File: config.mk
export PLATFORM = sky130hd
export DESIGN_NAME = avalon_burst_master
export DESIGN_NICKNAME = d
export VERILOG_FILES = /design/src/rtl/avalon_burst_master.sv
export SDC_FILE = /design/constraint.sdc
export NUM_CORES = 1
export LEC_CHECK = 0
export ABC_CLOCK_PERIOD_IN_PS = 6600
export CORE_MARGIN = 1.5
export CORE_UTILIZATION = 44
export DETAILED_ROUTE_END_ITERATION = 8
export MAX_ROUTING_LAYER = met4
export PLACE_DENSITY = 0.89
export SETUP_SLACK_MARGIN = 0.4
export SLEW_MARGIN = 20
export SYNTH_ARGS = -nofsm -noshare
export SYNTH_HDL_FRONTEND = slang
export SYNTH_SLANG_ARGS = --single-unit
File: constraint.sdc
create_clock -name clk_i -period 6.6 [get_ports clk_i]
set_input_delay 0.66 -clock clk_i [delete_from_list [all_inputs] [get_ports clk_i]]
set_output_delay 0.66 -clock clk_i [all_outputs]
set_load 0.005 [all_outputs]
File: src/rtl/avalon_burst_master.sv
// rtl/avalon_burst_master.sv - Avalon-MM single-command burst initiator
// Write beats come from a ready/valid stream, read beats leave on a valid-only stream.
module avalon_burst_master #(
  parameter int MAX_BURST      = 16,
  parameter int TIMEOUT_CYCLES = 1024
) (
  input  logic        clk_i,
  input  logic        rst_i,
  input  logic        cmd_valid,
  output logic        cmd_ready,
  input  logic        cmd_write,
  input  logic [29:0] cmd_addr,
  input  logic [4:0]  cmd_len,
  input  logic [3:0]  cmd_byteenable,
  input  logic [31:0] wr_data,
  input  logic        wr_valid,
  output logic        wr_ready,
  output logic [31:0] rd_data,
  output logic        rd_valid,
  output logic        done,
  output logic        status_err,
  output logic        status_timeout,
  output logic [29:0] bus_address,
  output logic [4:0]  bus_burstcount,
  output logic [3:0]  bus_byteenable,
  output logic        bus_read,
  output logic        bus_write,
  output logic [31:0] bus_writedata,
  input  logic        s_waitrequest,
  input  logic [31:0] s_readdata,
  input  logic        s_readdatavalid,
  input  logic        s_writeresponsevalid,
  input  logic [1:0]  s_response
);

  localparam logic [2:0] S_IDLE    = 3'd0;
  localparam logic [2:0] S_RD_REQ  = 3'd1;
  localparam logic [2:0] S_RD_DATA = 3'd2;
  localparam logic [2:0] S_WR_BEAT = 3'd3;
  localparam logic [2:0] S_WR_RESP = 3'd4;
  localparam logic [2:0] S_FINISH  = 3'd5;

  localparam int            TW        = $clog2(TIMEOUT_CYCLES + 1);
  localparam logic [TW-1:0] TMO_LIMIT = TW'(TIMEOUT_CYCLES);
  localparam logic [5:0]    MAX_LEN   = 6'(MAX_BURST);

  logic [2:0]    r_state;
  logic [29:0]   r_addr;
  logic [4:0]    r_len;
  logic [3:0]    r_be;
  logic [4:0]    r_beat_cnt;
  logic [4:0]    r_resp_cnt;
  logic [TW-1:0] r_tmo_cnt;
  logic          r_err;
  logic          r_status_err;
  logic          r_status_tmo;
  logic [31:0]   r_rd_data;
  logic          r_rd_valid;

  logic       w_cmd_accept;
  logic       w_bad_len;
  logic       w_active;
  logic       w_tmo_hit;
  logic       w_bus_read;
  logic       w_bus_write;
  logic       w_rd_accept;
  logic       w_wr_accept;
  logic       w_rd_beat;
  logic       w_wr_resp;
  logic       w_resp_err;
  logic       w_progress;
  logic       w_err_final;
  logic [5:0] w_resp_total;
  logic [2:0] w_next;

  assign w_cmd_accept = (r_state == S_IDLE) && cmd_valid;
  assign w_bad_len    = (cmd_len == 5'd0) || ({1'b0, cmd_len} > MAX_LEN);
  assign w_active     = (r_state == S_RD_REQ) || (r_state == S_RD_DATA) ||
                        (r_state == S_WR_BEAT) || (r_state == S_WR_RESP);
  // The strobes are masked in the timeout cycle so nothing can be accepted as we abort.
  assign w_tmo_hit    = w_active && (r_tmo_cnt == TMO_LIMIT);
  assign w_bus_read   = (r_state == S_RD_REQ) && !w_tmo_hit;
  assign w_bus_write  = (r_state == S_WR_BEAT) && wr_valid && !w_tmo_hit;
  assign w_rd_accept  = w_bus_read && !s_waitrequest;
  assign w_wr_accept  = w_bus_write && !s_waitrequest;
  assign w_rd_beat    = (r_state == S_RD_DATA) && s_readdatavalid;
  assign w_wr_resp    = ((r_state == S_WR_BEAT) || (r_state == S_WR_RESP)) && s_writeresponsevalid;
  assign w_resp_err   = (w_rd_beat || w_wr_resp) && (s_response != 2'b00);
  assign w_progress   = w_rd_accept || w_wr_accept || s_readdatavalid || s_writeresponsevalid;
  assign w_resp_total = {1'b0, r_resp_cnt} + {5'd0, w_wr_resp};
  assign w_err_final  = w_cmd_accept ? w_bad_len : (r_err || w_resp_err || w_tmo_hit);

  always_comb begin
    w_next = r_state;
    case (r_state)
      S_IDLE: begin
        if (w_cmd_accept) begin
          if (w_bad_len)      w_next = S_FINISH;
          else if (cmd_write) w_next = S_WR_BEAT;
          else                w_next = S_RD_REQ;
        end
      end
      S_RD_REQ: begin
        if (w_tmo_hit)        w_next = S_FINISH;
        else if (w_rd_accept) w_next = S_RD_DATA;
      end
      // Leaves one cycle after the last beat so done trails the last rd_valid.
      S_RD_DATA: begin
        if (w_tmo_hit || (r_beat_cnt == r_len)) w_next = S_FINISH;
      end
      S_WR_BEAT: begin
        if (w_tmo_hit) w_next = S_FINISH;
        else if (w_wr_accept && ((r_beat_cnt + 5'd1) == r_len)) w_next = S_WR_RESP;
      end
      S_WR_RESP: begin
        if (w_tmo_hit || (w_resp_total == {1'b0, r_len})) w_next = S_FINISH;
      end
      S_FINISH: w_next = S_IDLE;
      default:  w_next = S_IDLE;
    endcase
  end

  always_ff @(posedge clk_i or posedge rst_i) begin
    if (rst_i) begin
      r_state      <= S_IDLE;
      r_addr       <= '0;
      r_len        <= '0;
      r_be         <= '0;
      r_beat_cnt   <= '0;
      r_resp_cnt   <= '0;
      r_tmo_cnt    <= '0;
      r_err        <= 1'b0;
      r_status_err <= 1'b0;
      r_status_tmo <= 1'b0;
      r_rd_data    <= '0;
      r_rd_valid   <= 1'b0;
    end else begin
      r_state <= w_next;
      if (w_cmd_accept) begin
        r_addr     <= cmd_addr;
        r_len      <= cmd_len;
        r_be       <= cmd_byteenable;
        r_beat_cnt <= '0;
        r_resp_cnt <= '0;
      end else begin
        if (w_wr_accept || w_rd_beat) r_beat_cnt <= r_beat_cnt + 5'd1;
        if (w_wr_resp)                r_resp_cnt <= r_resp_cnt + 5'd1;
      end
      if (!w_active || w_progress) r_tmo_cnt <= '0;
      else                         r_tmo_cnt <= r_tmo_cnt + TW'(1);
      r_err <= w_err_final;
      if ((w_next == S_FINISH) && (r_state != S_FINISH)) begin
        r_status_err <= w_err_final;
        r_status_tmo <= w_tmo_hit;
      end
      r_rd_valid <= w_rd_beat;
      if (w_rd_beat) r_rd_data <= s_readdata;
    end
  end

  assign cmd_ready      = (r_state == S_IDLE);
  assign done           = (r_state == S_FINISH);
  assign wr_ready       = (r_state == S_WR_BEAT) && !s_waitrequest && !w_tmo_hit;
  assign rd_data        = r_rd_data;
  assign rd_valid       = r_rd_valid;
  assign status_err     = r_status_err;
  assign status_timeout = r_status_tmo;
  assign bus_address    = r_addr;
  assign bus_burstcount = r_len;
  assign bus_byteenable = r_be;
  assign bus_read       = w_bus_read;
  assign bus_write      = w_bus_write;
  assign bus_writedata  = wr_data;

endmodule

Word level (Yosys, flattened, before mapping):

Index checks and enable logic that the tools add are counted.

* memory bits (writable): 0
* output and inout port bits: 111
* memories kept: 0
* ROM bits: 0
* bits of input ports: 113
* bits in latches: 0
* register bits: 99
* word-level logic and storage cells: 81

* equality and inequality tests: 11
* bitwise operators: 0
* shift operators: 0
* muxes and demuxes: 16
* order comparisons: 1
* $mul: 0
* divide/modulo/power cells: 0
* add/subtract/negate cells: 4
* reductions and logical operators: 37

Operator list (number)
* 3-bit two-way mux: 8
* 5-bit two-way mux: 4
* 1-bit logical OR: 15
* 3-bit one-hot mux with 5 select lines: 1
* 1-bit logical AND: 14
* 11-bit by 1-bit adder with 11-bit output (second input constant): 1
* 11-bit == test (second input constant): 1
* 11-bit two-way mux: 1
* 5-bit by 1-bit adder with 5-bit output (second input constant): 2
* 5-bit == test: 2
* 3-bit == test (second input constant): 3
* 5-bit by 1-bit adder with 6-bit output: 1
* 3-bit by 2-bit == test with 1-bit output (second input constant): 2
* 6-bit by 5-bit == test with 1-bit output: 1
* 2-bit nonzero test: 3
* 5-bit > comparator (second input constant): 1
* 5-bit zero test: 1
* 3-bit by 1-bit == test with 1-bit output (second input constant): 1
* 1-bit zero test: 3
* 3-bit zero test: 1
* 3-bit inequality test (second input constant): 1
* 2-bit two-way mux: 1
* 1-bit two-way mux: 1

Depth between registers and ports, before layout:

Gate-level depths: netlist (run 1).

* depth after elaboration: 14
* mapped depth: 13
* mapped depth without buffers: 12

Worst setup path after synthesis (run 1):

Ideal clock, no wire load.

* path kind: register to register
* from: register r_state[2]
* to: register r_status_err (netlist: status_err)
* data arrival time: 2.599 ns
* path slack: 3.876 ns
* period minus slack after synthesis: 2.724 ns
* buffers on the path: 1
* library setup time: 0.125 ns
* required time: 6.475 ns
* cell stages (with the launch flop): 14
* cell sequence: dfrtp_1 -> buf_4 -> nor2b_1 -> nand2_1 -> a21boi_1 -> ha_1 -> ha_1 -> xnor2_1 -> xnor2_1 -> nor3_1 -> a22oi_1 -> nand3_1 -> o21ai_2 -> mux2_4

* longest elaborated chain between the ends: 14
* elaborated cells on any way between the ends: 40
* classes of those cells: 1 x add/sub; 7 x eq/ne; 9 x mux; 23 x reduce/logical

RTL lines
* from (decl): line 47 `logic [2:0] r_state;`
* from (signal assigned): line 138 `r_state <= w_next;`
* parallel branches: the longest is 14 deep, another holds 5-bit by 1-bit adder with 6-bit output
* to (signal assigned): line 153 `r_status_err <= w_err_final;`
* to (decl): line 55 `logic r_status_err;`

Several ways; the timed one is not identified.
A chain may end at the register's enable or synchronous reset.

Worst setup path in the final report (run 1):

* from: input port s_writeresponsevalid
* to: register r_status_err (netlist: status_err)

* longest elaborated chain between the ends: 8
* elaborated cells on any way between the ends: 13
* classes of those cells: 1 x add/sub; 2 x eq/ne; 3 x mux; 7 x reduce/logical

RTL lines
* from (decl): line 32 `input logic s_writeresponsevalid,`
* 1-bit logical AND (*): line 87 `assign w_wr_resp = ((r_state == S_WR_BEAT) || (r_state == S_WR_RESP)) && s_writeresponsevalid;`
* 5-bit by 1-bit adder with 6-bit output: line 90 `assign w_resp_total = {1'b0, r_resp_cnt} + {5'd0, w_wr_resp};`
* 6-bit by 5-bit == test with 1-bit output: line 116 `if (w_tmo_hit || (w_resp_total == {1'b0, r_len})) w_next = S_FINISH;`
* 1-bit logical OR: line 116
* 3-bit two-way mux: line 116
* 3-bit one-hot mux with 5 select lines: line 95 `case (r_state)`
* 3-bit == test: line 152 `if ((w_next == S_FINISH) && (r_state != S_FINISH)) begin`
* 1-bit logical AND: line 152

Mark *: on every way between the ends. The rest lies on a longest branch, timed or not.

==> summary.md, run 1 <==
| Metric | Value |
|---|---|
| CORE AREA | `around 0.010 sq mm` |
| Drt initial violations | `190` |
| ANT nets after route | `0` |
| Row cnt | `37` |
| Overall Power | `around 2.6 mW` |
| CP Capture Type | `register` |
| TritonCTS clock tree | `built` |
| Max-slew violations | `0` |
| Via count | `roughly 3,300` |
| Gr ovfl total | `0` |
| Number of buffers created by CTS | `9` |
| RSZ-0062 raised after global routing | `no` |
| Share of layout cells above drive strength 1 | `19.29%` |
| CTS Buffer Depth | `2` |
| Number of distinct library cells after synthesis | `44` |
| I/O Buffers | `between 150 and 200` |
| Maxcap violations | `0` |
| Pre-Repair DR Iteration Count | `5` |
| Hold_sp | `status_timeout$_DFFE_PP0P_` |
| Final setup TNS | `0 ns` |
| Syn_area_per_cell | `between 10 and 15 sq um` |
| Worst skew pair latency | `approximately 0.35 ns` |
| Number of global-route vias before repair | `between 3,000 and 4,000` |
| Status | `finished clean` |
| Seq cells post-synth | `99` |
| Number of synthesized flops with an enable pin | `0` |
| Initial core utilization | `between 40% and 50%` |
| Top Ports | `around 220` |
| Tightest Hold Check Type | `reg2reg` |
| R2r startpoint | `r_state[2]$_DFF_PP0_` |
| Top cells by area, synth | `dfrtp_1 53%, mux2_2 17%, buf_4 5.5%, xor2_1 3.6%, xnor2_1 2.4%` |
| Syn nets | `499` |
| Startpoint types | `input port` |
| Post-DP HPWL | `about 8000 um` |
| Power per cell area | `411.9 mW/mm^2` |
| Pin count of the biggest net entering global routing | `76` |
| Post-synth top flop | `dfrtp_1` |
| Total track usage | `20.13%` |
| CTS Hold Bufs | `0` |
| Area Growth Syn to Fin | `35.36%` |
| Antenna diodes | `0` |
| Cell accounting for the most synthesized area | `dfrtp_1` |
| Area of the mapped netlist | `roughly 0.0047 sq mm` |
| Most common cell after layout, fill and taps aside | `clkdlybuf4s50_1` |
| Routability cong. | `just under 0.9` |
| # H-tree levels | `3` |
| WS Path Type | `in2reg` |
| Via density | `between 5 and 6` |
| WP data arrival | `~3.4 ns` |
| Sequential fraction of the synthesis area | `a little over half` |
| R2R Setup Slk | `between 3 and 4 ns` |
| Period utilisation layout | `between 40% and 50%` |
| Die Ht | `~110 um` |
| First-pass GRT wire length | `17,220 um` |
| DRC violations left | `0` |
| Final #Nets | `623` |
| CTS root buf | `clkbuf_8` |
| Pleak | `2.618 nW` |
| Pre-CTS worst setup slack | `roughly 3.1 ns` |
| Post-CTS Setup Bufs | `0` |
| Reg clk slew, reported paths | `0.09 ns` |
| Routed wire per std cell | `about 16 um` |
| Most frequent cells in the layout | `159 x clkdlybuf4s50_1, 99 x dfrtp_1, 71 x mux2_2, 25 x nor2_1, 19 x xor2_1` |
| Final worst path period need | `between 3 and 4 ns` |
| Count of final setup violators | `0` |
| Die Width | `between 100 and 150 um` |
| Rel. slew slack | `between 30% and 40%` |
| Clock Sink Count | `between 90 and 100` |
| Crit Path Max Fanout | `7` |
| YS warnings | `0` |
| Tightest Pin Transition | `roughly 0.94 ns` |
| Worst VDD drop | `approximately 0.26 mV` |
| Skew final | `~0.0053 ns` |
| Die Outline Area | `roughly 0.011 sq mm` |
| Initial antenna violation count | `0` |
| Drt total wl | `10,620 um` |
| Hold Fails Final Rpt | `0` |
| Final WS setup | `3.443 ns` |
| Synth async-reset ratio | `100.0%` |
| Synth top area share | `53.04%` |
| Crit path required time | `roughly 7 ns` |
| Fmax achieved | `between 300 and 400 MHz` |
| Crit path launch | `s_writeresponsevalid` |
| Post-CTS Resized | `0` |
| Post-Synthesis Cells | `380` |
| Fill cell count | `806` |
-- cells by family (layout without fill, tap and decap cells) --
kind of cell / Yosys count / after routing / share of synthesized area (%)
xor+xnor: 32 / 32 / 6.001
compound gates: 26 / 26 / 3.697
mux: 74 / 74 / 17.87
simple gates: 88 / 88 / 10.29
flops: 99 / 99 / 53.04
buf+inv: 55 / 183 / 7.501
fa+ha+maj: 6 / 6 / 1.607
-- metal layers --
| layer | track usage, % | wire length [um] | vias up |
|---|---|---|---|
| met3 | 3.924 | 664 | 52 |
| met1 | 23.83 | 4347 | 1600 |
| met2 | 32.70 | 5255 | 152 |
| met4 | 10.52 | 357 | 0 |
| li1 | - | - | 1518 |
| met5 | - | 0 | - |
-- Yosys cell counts, drive strengths merged (4+ instances only) --
library cell / n
nand3: 15
nand2: 10
nor2: 25
a21oi: 4
mux2: 72
nor3: 9
dfrtp: 99
buf: 42
ha: 6
xor2: 19
inv: 7
xnor2: 13
clkbuf: 6
nand4: 5
nand2b: 4
nor2b: 6
o21ai: 7
o211ai: 4
-- state kept, by name, summed over array words and instances, names as in the netlist, 3 cells and up --
register,cells
bus_burstcount,5
r_beat_cnt,5
r_state,3
bus_byteenable,4
bus_address,30
rd_data,32
r_resp_cnt,5
r_tmo_cnt,11
-- power breakdown --
part	switching [mW]	internal, mW
logic	0.409	0.769
registers	0.183	0.857
clock network	0.192	0.194
-- path summary, 6_finish.rpt --
path | to | cells past startpoint
setup / recovery | status_err$_DFFE_PP0P_ | 11
hold / removal | status_timeout$_DFFE_PP0P_ | 1
setup reg to reg | status_err$_DFFE_PP0P_ | 12
hold reg to reg | status_timeout$_DFFE_PP0P_ | 1
max in group asynchronous | bus_address[3]$_DFFE_PP0P_ | 3
min in group asynchronous | rd_data[6]$_DFFE_PP0P_ | 2
-- area by class of cell --
type / count / area (sq um) / share of cell area, %
Multi-Input combinational cell: 226 / 1846 / 29.19
Sequential cell: 99 / 2477 / 39.18
Clock buffer: 13 / 158.9 / 2.513
Tap cell: 136 / 170.2 / 2.691
Clock inverter: 2 / 35.03 / 0.5541
Inverter: 7 / 28.78 / 0.4552
Timing Repair Buffer: 161 / 1607 / 25.41
-- per-stage QoR --
stage / instances / instance area (sq um) / hold slack (ns) / utilization, %
2_1_floorplan: 380 / 4671 / 0.4818 / -
3_3_place_gp: 629 / 6127 / 0.4751 / 59.35
3_5_place_dp: 629 / 6127 / 0.4850 / 59.35
4_1_cts: 644 / 6321 / 0.5146 / 61.23
5_1_grt: 644 / 6322 / 0.5259 / 61.24
6_report: 644 / 6322 / 0.5040 / 61.24
-- worst max-delay path, stage by stage --
cell	delay (ns)
clkdlybuf4s50_1	0.49
a21boi_1	0.55
ha_1	0.30
ha_1	0.21
xnor2_1	0.15
xnor2_1	0.14
nor3_1	0.07
a22oi_1	0.18
nand3_1	0.13
o21ai_2	0.19
mux2_4	0.31
(Power assumes the default switching activity.)
==> inputs of run 2 (changes only) <==
--- a/config.mk
+++ b/config.mk
@@ -5,12 +5,12 @@
 export SDC_FILE = /design/constraint.sdc
 export NUM_CORES = 1
 export LEC_CHECK = 0
-export ABC_CLOCK_PERIOD_IN_PS = 6600
+export ABC_CLOCK_PERIOD_IN_PS = 2800
 export CORE_MARGIN = 1.5
-export CORE_UTILIZATION = 44
+export CORE_UTILIZATION = 37
 export DETAILED_ROUTE_END_ITERATION = 8
 export MAX_ROUTING_LAYER = met4
-export PLACE_DENSITY = 0.89
+export PLACE_DENSITY = 0.8
 export SETUP_SLACK_MARGIN = 0.4
 export SLEW_MARGIN = 20
 export SYNTH_ARGS = -nofsm -noshare
==> constraint.sdc (replaced) <==
create_clock -name clk_i -period 2.8 [get_ports clk_i]
set_input_delay 0.28 -clock clk_i [delete_from_list [all_inputs] [get_ports clk_i]]
set_output_delay 0.28 -clock clk_i [all_outputs]
set_load 0.005 [all_outputs]
==> run 2 against run 1 <==
Effect of this change:
- clock power rose to 3.1 times the previous value
- core utilization decreased by 6.4 points
- sequential share of layout area decreased by 2.0 points
- cell count is 7.6% higher
- total power grew to 2.5 times the previous value
- critical endpoint unchanged
==> summary.md, run 2 (synthesized netlist as in run 1, its figures left out) <==
| Metric | Value |
|---|---|
| Status | `finished clean (unchanged)` |
| Antenna diodes | `0 (unchanged)` |
| Die Outline Area | `0.01331 sq mm (was 0.01124 sq mm)` |
| WS Path Type | `reg2reg (was in2reg)` |
| Number of buffers created by CTS | `9 (unchanged)` |
| Cell Chain, Critical Path | `nor2_4, nand2_2, a21boi_4, ha_4, ha_4, xnor2_2, xnor2_1, nor3_1, a22oi_1, nand3_1, o21ai_2, mux2_4 (was clkdlybuf4s50_1, a21boi_1, ha_1, ha_1, xnor2_1, xnor2_1, nor3_1, a22oi_1, nand3_1, o21ai_2, mux2_4)` |
| Fill cell count | `1,027 (was 806)` |
| Initial antenna violation count | `0 (unchanged)` |
| Tightest Pin Transition | `0.6954 ns (was 0.9387 ns)` |
| R2r startpoint | `r_state[1]$_DFF_PP0_ (was r_state[2]$_DFF_PP0_)` |
| Pin count of the biggest net entering global routing | `58 (was 76)` |
| Overall Power | `6.628 mW (was 2.604 mW)` |
| Final setup TNS | `0 ns (unchanged)` |
| Via density | `4.906 (was 5.158)` |
| Crit-path slowest cell | `dfrtp_2 (was a21boi_1)` |
| CORE AREA | `0.01216 sq mm (was 0.01032 sq mm)` |
| Via count | `3,400 (was 3,322)` |
| Post-route cell area | `0.006670 sq mm (was 0.006322 sq mm)` |
| First-pass GRT wire length | `17,670 um (was 17,220 um)` |
| Worst path depth | `12 (was 11)` |
| CTS Hold Bufs | `0 (unchanged)` |
| # H-tree levels | `3 (unchanged)` |
| CP delay by family, top | `compound AO/OA/AOI/OAI gates (unchanged)` |
| Die Ht | `115.4 um (was 106.0 um)` |
| Final WS setup | `0.3809 ns (was 3.443 ns)` |
| Top Ports | `224 (unchanged)` |
| Crit path required time | `3.03 ns (was 6.84 ns)` |
| Routed wire per std cell | `16.24 um (was 16.50 um)` |
| Post-DP HPWL | `8307 um (was 7833 um)` |
| Pleak | `2.776 nW (was 2.618 nW)` |
| Power per cell area | `993.7 mW/mm^2 (was 411.9 mW/mm^2)` |
| Maxcap violations | `0 (unchanged)` |
| Worst r2r path cells | `12 (unchanged)` |
| Max-slew violations | `0 (unchanged)` |
| RSZ-0062 raised after global routing | `yes (was no)` |
| Hold Fails Final Rpt | `0 (unchanged)` |
| Row cnt | `40 (was 37)` |
| Routability cong. | `0.9014 (was 0.8939)` |
| Count of final setup violators | `0 (unchanged)` |
| Post-DP Area | `0.006252 sq mm (was 0.006127 sq mm)` |
| Drt total wl | `11,250 um (was 10,620 um)` |
| Drt initial violations | `134 (was 190)` |
| DRC violations left | `0 (unchanged)` |
| Sequential cell area | `0.002482 sq mm (was 0.002477 sq mm)` |
| Skew final | `0.008262 ns (was 0.005331 ns)` |
| Tightest Hold Check Type | `in2async (was reg2reg)` |
| Gr ovfl total | `0 (unchanged)` |
| CTS root buf | `clkbuf_16 (was clkbuf_8)` |
| Final #Nets | `639 (was 623)` |
| WP data arrival | `2.64 ns (was 3.40 ns)` |
| I/O Buffers | `159 (unchanged)` |
| Total track usage | `17.78% (was 20.13%)` |
| Worst VDD drop | `0.4973 mV (was 0.2584 mV)` |
| Period utilisation layout | `roughly 86%` |
| Worst path most repeated cell | `ha_4` |
| Rel. slew slack | `53.64% (was 37.42%)` |
| TritonCTS clock tree | `built (unchanged)` |
| CTS Buffer Depth | `2 (unchanged)` |
| Fmax achieved | `413.4 MHz` |
| Most common cell after layout, fill and taps aside | `clkdlybuf4s50_1 (unchanged)` |
| Final worst path period need | `2.419 ns` |
| Pre-CTS worst setup slack | `0.1602 ns (was 3.127 ns)` |
| Buffers & Inverters on Critical Path | `0 (was 1)` |
| CP max stage delay | `0.44 ns (was 0.55 ns)` |
| Number of global-route vias before repair | `3,640 (was 3,597)` |
| Reg clk slew, reported paths | `0.07 ns (was 0.09 ns)` |
| Die Width | `115.4 um (was 106.0 um)` |
| Worst skew pair latency | `0.34 ns (was 0.35 ns)` |
| Pre-Repair DR Iteration Count | `6 (was 5)` |
| Smallest hold slack | `0.4474 ns (was 0.5040 ns)` |
| Crit path launch | `r_state[1]$_DFF_PP0_ (was s_writeresponsevalid)` |
| Most frequent cells in the layout | `158 x clkdlybuf4s50_1, 95 x dfrtp_1, 71 x mux2_2, 24 x nor2_1, 19 x xor2_1 (was 159 x clkdlybuf4s50_1, 99 x dfrtp_1, 71 x mux2_2, 25 x nor2_1, 19 x xor2_1)` |
| Initial core utilization | `38.41% (was 45.24%)` |
| Startpoint types | `register (was input port)` |
| Area Growth Syn to Fin | `42.81% (was 35.36%)` |
| Crit Path Max Fanout | `3 (was 7)` |
| CP Capture Type | `register (unchanged)` |
| Share of layout cells above drive strength 1 | `24.76% (was 19.29%)` |
| Clock Sink Count | `99 (unchanged)` |
| Multi-input logic area | `0.001927 sq mm (was 0.001846 sq mm)` |
| Max FFs per register | `32 (unchanged)` |
| ANT nets after route | `0 (unchanged)` |
run 2: cell count changes in the layout (fill, tap and decap cells not counted), moves of 4 or more:
cell | before | now
dfrtp_1 | 99 | 95
buf_4 | 2 | 18
clkbuf_16 | 0 | 9
clkbuf_8 | 11 | 3
dfrtp_2 | 0 | 4
run 2: final cells by class:
type | instances | share of cell area [%]
flip-flops and latches | 99 | 37.22
multi-input cells | 226 | 28.89
repair buffers | 177 | 25.92
clock buffers | 13 | 4.052
well taps | 168 | 3.151
inverters | 7 | 0.4502
clock inverters | 3 | 0.3189
run 2: where the power goes:
group	internal, mW	total, mW	leakage, nW	switching (mW)
clock network	0.676	1.19	0.142	0.510
logic	1.94	3.00	1.42	1.06
registers	2.03	2.44	1.21	0.413
total	4.65	6.63	2.78	1.98
run 2: worst min-delay path: cells and delay by family:
kind	cells	cell delay (ns)
buf+inv	3	0.96
run 2: repair_timing:
| action | in CTS | in global routing |
|---|---|---|
| setup buffers | 9 | 2 |
| resized for setup | 8 | 4 |
| setup endpoints to repair | 5 | 5 |
| pin swaps | 6 | 0 |
| hold endpoints to repair | 0 | 0 |
run 2: metrics by stage:
| stage | utilization, % | instances |
|---|---|---|
| 2_1_floorplan | - | 380 |
| 3_3_place_gp | 51.41 | 666 |
| 3_5_place_dp | 51.41 | 666 |
| 4_1_cts | 54.65 | 691 |
| 5_1_grt | 54.85 | 693 |
| 6_report | 54.85 | 693 |
run 2: layer usage:
| metal | vias up | GRT usage, % | wire (um) |
|---|---|---|---|
| met5 | - | - | 0 |
| met2 | 148 | 28.95 | 5586 |
| met1 | 1662 | 19.70 | 4493 |
| met3 | 36 | 5.219 | 835 |
| li1 | 1554 | - | - |
| met4 | 0 | 9.383 | 337 |
run 2: final timing paths:
path	end	slack, ns
setup / recovery	status_err$_DFFE_PP0P_	0.38
hold / removal	r_tmo_cnt[0]$_DFF_PP0_	0.45
setup reg to reg	status_err$_DFFE_PP0P_	0.38
hold reg to reg	rd_data[14]$_DFFE_PP0P_	0.51
max in group asynchronous	bus_address[18]$_DFFE_PP0P_	1.82
min in group clk_i	rd_data[14]$_DFFE_PP0P_	0.51
